`src/rtl/s_axi_reg_bank.sv`:
```
// AXI4 slave register bank: NUM_REGS x DATA_W registers with byte-strobe writes,
// independent AW/W holding slots, ID echo, and SLVERR on out-of-range or burst access.
module s_axi_reg_bank #(
  parameter int DATA_W   = 32,
  parameter int ADDR_W   = 32,
  parameter int ID_W     = 4,
  parameter int NUM_REGS = 8
) (
  input  logic                       clk,
  input  logic                       areset,
  input  logic [ID_W-1:0]            awid_i,
  input  logic [ADDR_W-1:0]          awaddr_i,
  input  logic                       awvalid_i,
  output logic                       awready_o,
  input  logic [DATA_W-1:0]          wdata_i,
  input  logic [DATA_W/8-1:0]        wstrb_i,
  input  logic                       wlast_i,
  input  logic                       wvalid_i,
  output logic                       wready_o,
  output logic [ID_W-1:0]            bid_o,
  output logic [1:0]                 bresp_o,
  output logic                       bvalid_o,
  input  logic                       bready_i,
  input  logic [ID_W-1:0]            arid_i,
  input  logic [ADDR_W-1:0]          araddr_i,
  input  logic                       arvalid_i,
  output logic                       arready_o,
  output logic [ID_W-1:0]            rid_o,
  output logic [DATA_W-1:0]          rdata_o,
  output logic [1:0]                 rresp_o,
  output logic                       rlast_o,
  output logic                       rvalid_o,
  input  logic                       rready_i,
  output logic [NUM_REGS*DATA_W-1:0] regs_o
);

  localparam int STRB_W = DATA_W / 8;
  localparam int LSB    = $clog2(STRB_W);
  localparam int IDX_W  = $clog2(NUM_REGS);

  localparam logic [1:0] RESP_OKAY   = 2'b00;
  localparam logic [1:0] RESP_SLVERR = 2'b10;

  function automatic logic addr_in_range(input logic [ADDR_W-1:0] addr);
    return (addr >> (LSB + IDX_W)) == '0;
  endfunction

  function automatic logic [IDX_W-1:0] addr_idx(input logic [ADDR_W-1:0] addr);
    return addr[LSB +: IDX_W];
  endfunction

  function automatic logic [DATA_W-1:0] strb_merge(input logic [DATA_W-1:0] cur,
                                                   input logic [DATA_W-1:0] nxt,
                                                   input logic [STRB_W-1:0] strb);
    logic [DATA_W-1:0] res;
    res = cur;
    for (int j = 0; j < STRB_W; j++) begin
      if (strb[j]) res[8*j +: 8] = nxt[8*j +: 8];
    end
    return res;
  endfunction

  logic [DATA_W-1:0] regs [NUM_REGS];

  // AW slot keeps only the decoded index and range flag; W slot keeps the beat
  logic              aw_full;
  logic [ID_W-1:0]   aw_id;
  logic [IDX_W-1:0]  aw_idx;
  logic              aw_ok;
  logic              w_full;
  logic [DATA_W-1:0] w_data;
  logic [STRB_W-1:0] w_strb;
  logic              w_last;

  logic commit;
  logic commit_ok;
  logic aw_hs;
  logic w_hs;
  logic ar_hs;
  logic unused_addr_bits;

  assign awready_o = !areset && !aw_full && !bvalid_o;
  assign wready_o  = !areset && !w_full && !bvalid_o;
  assign arready_o = !areset && !rvalid_o;

  assign aw_hs     = awvalid_i && awready_o;
  assign w_hs      = wvalid_i && wready_o;
  assign ar_hs     = arvalid_i && arready_o;
  assign commit    = aw_full && w_full;
  assign commit_ok = aw_ok && w_last;

  assign unused_addr_bits = ^{awaddr_i, araddr_i};

  always_ff @(posedge clk or posedge areset) begin
    if (areset) begin
      aw_full  <= 1'b0;
      aw_id    <= '0;
      aw_idx   <= '0;
      aw_ok    <= 1'b0;
      w_full   <= 1'b0;
      w_data   <= '0;
      w_strb   <= '0;
      w_last   <= 1'b0;
      bvalid_o <= 1'b0;
      bid_o    <= '0;
      bresp_o  <= '0;
    end else begin
      if (aw_hs) begin
        aw_full <= 1'b1;
        aw_id   <= awid_i;
        aw_idx  <= addr_idx(awaddr_i);
        aw_ok   <= addr_in_range(awaddr_i);
      end
      if (w_hs) begin
        w_full <= 1'b1;
        w_data <= wdata_i;
        w_strb <= wstrb_i;
        w_last <= wlast_i;
      end
      if (commit) begin
        aw_full  <= 1'b0;
        w_full   <= 1'b0;
        bvalid_o <= 1'b1;
        bid_o    <= aw_id;
        bresp_o  <= commit_ok ? RESP_OKAY : RESP_SLVERR;
      end else if (bvalid_o && bready_i) begin
        bvalid_o <= 1'b0;
      end
    end
  end

  always_ff @(posedge clk or posedge areset) begin
    if (areset) begin
      for (int k = 0; k < NUM_REGS; k++) regs[k] <= '0;
    end else if (commit && commit_ok) begin
      regs[aw_idx] <= strb_merge(regs[aw_idx], w_data, w_strb);
    end
  end

  // Read samples the pre-commit register value when AR and commit share an edge
  always_ff @(posedge clk or posedge areset) begin
    if (areset) begin
      rvalid_o <= 1'b0;
      rid_o    <= '0;
      rdata_o  <= '0;
      rresp_o  <= '0;
      rlast_o  <= 1'b0;
    end else if (ar_hs) begin
      rvalid_o <= 1'b1;
      rid_o    <= arid_i;
      rlast_o  <= 1'b1;
      if (addr_in_range(araddr_i)) begin
        rdata_o <= regs[addr_idx(araddr_i)];
        rresp_o <= RESP_OKAY;
      end else begin
        rdata_o <= '0;
        rresp_o <= RESP_SLVERR;
      end
    end else if (rvalid_o && rready_i) begin
      rvalid_o <= 1'b0;
    end
  end

  for (genvar k = 0; k < NUM_REGS; k++) begin : g_regs_out
    assign regs_o[k*DATA_W +: DATA_W] = regs[k];
  end

endmodule
```
`config.mk`:
```
export PLATFORM = sky130hd
export DESIGN_NAME = s_axi_reg_bank
export DESIGN_NICKNAME = d
export VERILOG_FILES = /design/src/rtl/s_axi_reg_bank.sv
export SDC_FILE = /design/constraint.sdc
export NUM_CORES = 1
export LEC_CHECK = 0
export CAP_MARGIN = 10
export CORE_ASPECT_RATIO = 0.9
export CORE_MARGIN = 2
export CORE_UTILIZATION = 35
export DETAILED_ROUTE_END_ITERATION = 10
export GPL_TIMING_DRIVEN = 0
export SLEW_MARGIN = 30
export SYNTH_ARGS = -nofsm -noshare
export SYNTH_HDL_FRONTEND = slang
export SYNTH_SLANG_ARGS = --single-unit
```
`constraint.sdc`:
```
create_clock -name clk -period 13.5 [get_ports clk]
set_clock_uncertainty 0.15 [all_clocks]
set_input_delay 2.025 -clock clk [delete_from_list [all_inputs] [get_ports clk]]
set_output_delay 2.025 -clock clk [all_outputs]
set_load 0.05 [all_outputs]
```
==> metrics.md <==
| Metric | Value |
|---|---|
| Final nets | 1983 |
| Critical Path End | awready_o |
| Placed Instance Area | 0.0232 mm^2 |
| CTS resizes | 0 |
| Worst setup SP type | input port |
| Library cells used by synthesis | 69 |
| WL final | 81.6 mm |
| Root Driver | clkbuf_16 |
| Clock sink count | 348 |
| Slack of the critical path | 7.49 ns |
| Sequential share of the synthesized area | 48.1% |
| Fmax | 166 MHz |
| CTS tree | yes |
| CP startpoint | areset |
| Largest net degree at the start of global routing | 88 |
| Placed cell count | 2511 |
| Leakage Power | 10.7 nW |
| First drt pass iteration count | 5 |
| Setup TNS | 0 ns |
| Post-Syn Area | 0.0181 mm^2 |
| Int Power | 2.28 mW |
| RSZ-0062 raised after global routing | no |
| Syn. warnings | 0 |
| Run status | finished clean |
| Synth Register Bits | 348 |
| Sw Share | 38.7% |
| DRC viols | 0 |
| Hpwl dp | 57.4 mm |
| Die W | 244 um |
| Synth Flop Type | dfrtp_1 |
| Worst Path Arrival | 3.84 ns |
| Max-Slew Margin vs Limit | 28.5% |
| Clock Tree Buf Depth | 3 |
| Max_cap viols | 0 |
| Post-CTS Hold Buffers | 0 |
| Skew-Pair Late Insertion Delay | 0.58 ns |
| Initial core utilization | 35.2% |
| Slew Limit Fails | 0 |
| Combinational share of power | 34.5% |
| Area of the multi-input gates | 0.00857 mm^2 |
| Commonest non-fill, non-tap cell in the layout | clkdlybuf4s50_1 |
| CTS Buf Count | 41 |
| Average size of a mapped cell | 12.9 um^2 |
| H-tree depth | 2 |
| Setup violations, final | 0 |
| Maximum VDD drop | 82.5 uV |
| Total GRT Usage | 29.9% |
| Share of layout cells above drive strength 1 | 28.4% |
| Vias per cell | 5.94 |
| Vias | 15300 |
| Synth Instances | 1406 |
| Clock Pin Slew Worst Setup and Hold Paths | 0.06 ns |
| Die ar. | 0.0536 mm^2 |
| R2r startpoint | aw_idx[2] |
| Share of flip-flops with an asynchronous set or reset | 100% |
| Top Ports | 422 |
| CP Capture Type | output pin |
| CP Max Fanout | 4 |
| Critical path class | input port to output pin |
| Hold crit path type | flop to flop |
| Net Sw Power | 1.44 mW |
| Worst R2R Setup Slack | 10.45 ns |
| Worst slack at placement | 7.46 ns |
| Register area | 0.00871 mm^2 |
| Vias in the first global route | 15100 |
| Final Cell Area | 0.0247 mm^2 |
| Clk network pwr share | 33.1% |
| ANT nets after route | 0 |
| Grt ovf | 0 |
| Core Region | 0.0514 mm^2 |
| # rows | 79 |
| Post-synth EDFFs | 0 |
| First-pass GRT wire length | 114 mm |
| WHS | 0.349 ns |
| Input/output buffers | 412 |
| Post-CTS Setup Bufs | 0 |
| RePlAce Congestion | 0.898 |
| Chip height | 220 um |
| Most frequent cells in the layout | clkdlybuf4s50_1 (412), dfrtp_1 (348), mux2_2 (267) |
| Worst-Margin Slew | 1.07 ns |
| Fin cells | 2584 |
| Worst path required time | 11.32 ns |
| Fillers | 4700 |
| Area Overhead vs Synth | 36.4% |
| Final Hold Fails | 0 |
| Logic depth of the worst register-to-register path | 6 |
| Min Tclk post-route | 6.01 ns |
| Final period util | 44.5% |
| Routed WL per cell | 31.6 um |
| Flop pwr share | 32.4% |
| Initial antenna violation count | 2 |
| R2r endpoint | regs_o[147] |
| Pwr per Cell Area | 151 mW/mm^2 |
| Initial DRC Count | 1840 |
critical path: stages:
cell	delay [ns]
clkdlybuf4s50_1	0.60
nor3_1	0.33
clkdlybuf4s50_1	0.88
registers in the layout, indices dropped and copies added (netlist names), 3 cells and up:
name and flops:
aw_id 4, aw_idx 3, bid_o 4, rdata_o 32, regs_o 256, rid_o 4, w_data 32, w_strb 4
cells by family after synthesis:
logic type	Yosys count	synth area share, %
other	1	0.0207
muxes	376	27.1
DFF	348	48.1
and+or+nand+nor	243	6.85
buffers and inverters	133	4.61
AOI/OAI and AO/OA	305	13.3
per-stage QoR:
step                utilization, %  total power, mW
floorplan                        -             1.95
global placement              44.9             2.46
detailed placement            45.2             2.47
CTS                           48.0             3.69
global route                  48.0             3.82
finish                        48.0             3.73
layer usage:
| metal | share of wire (%) | track usage (%) | up-vias |
|---|---|---|---|
| met2 | 46 | 46.2 | 909 |
| met5 | 0.011 | 0 | - |
| met1 | 41 | 40.0 | 7968 |
| met4 | 3.4 | 10.8 | 2 |
| met3 | 9.9 | 8.45 | 154 |
| li1 | - | - | 6308 |
how the worst min path moves through the flow:
stage | startpoint | end | cells after the start
6_report | aw_id[1] | bid_o[1] | 1
5_1_grt | w_data[22] | w_data[22] | 1
4_1_cts | aw_id[1] | bid_o[1] | 1
3_5_place_dp | rlast_o | rlast_o | 1
3_3_place_gp | rlast_o | rlast_o | 1
2_1_floorplan | aw_ok | aw_ok | 2
synthesized netlist by cell type (28+ instances only):
| cell | instances | area, um^2 |
|---|---|---|
| buf_2 | 52 | 260 |
| mux2i_1 | 44 | 440 |
| dfrtp_1 | 348 | 8710 |
| o21ai_0 | 36 | 180 |
| mux4_2 | 65 | 1460 |
| a22o_1 | 32 | 280 |
| o31ai_1 | 79 | 593 |
| nand2_1 | 115 | 432 |
| nor2b_1 | 28 | 175 |
| mux2_2 | 267 | 3010 |
| a21oi_1 | 39 | 195 |
power by group through the flow:
stage / registers (mW) / logic (mW) / clock network (mW)
final: 1.21 / 1.29 / 1.23
after global routing: 1.21 / 1.33 / 1.28
after CTS: 1.20 / 1.25 / 1.24
after detailed placement: 1.22 / 1.25 / 0
after global placement: 1.22 / 1.23 / 0
after floorplan: 1.22 / 0.731 / 0
final cells by class:
class | instances | share of cell area [%]
flip-flops and latches | 348 | 35.3
clock inverters | 12 | 0.978
multi-input cells | 926 | 34.7
repair buffers | 417 | 17.2
inverters | 11 | 0.198
plain buffers | 122 | 3.23
diodes | 1 | 0.0101
clock buffers | 59 | 4.92
well taps | 688 | 3.49
Note: power is estimated with default switching activity, not from simulation.
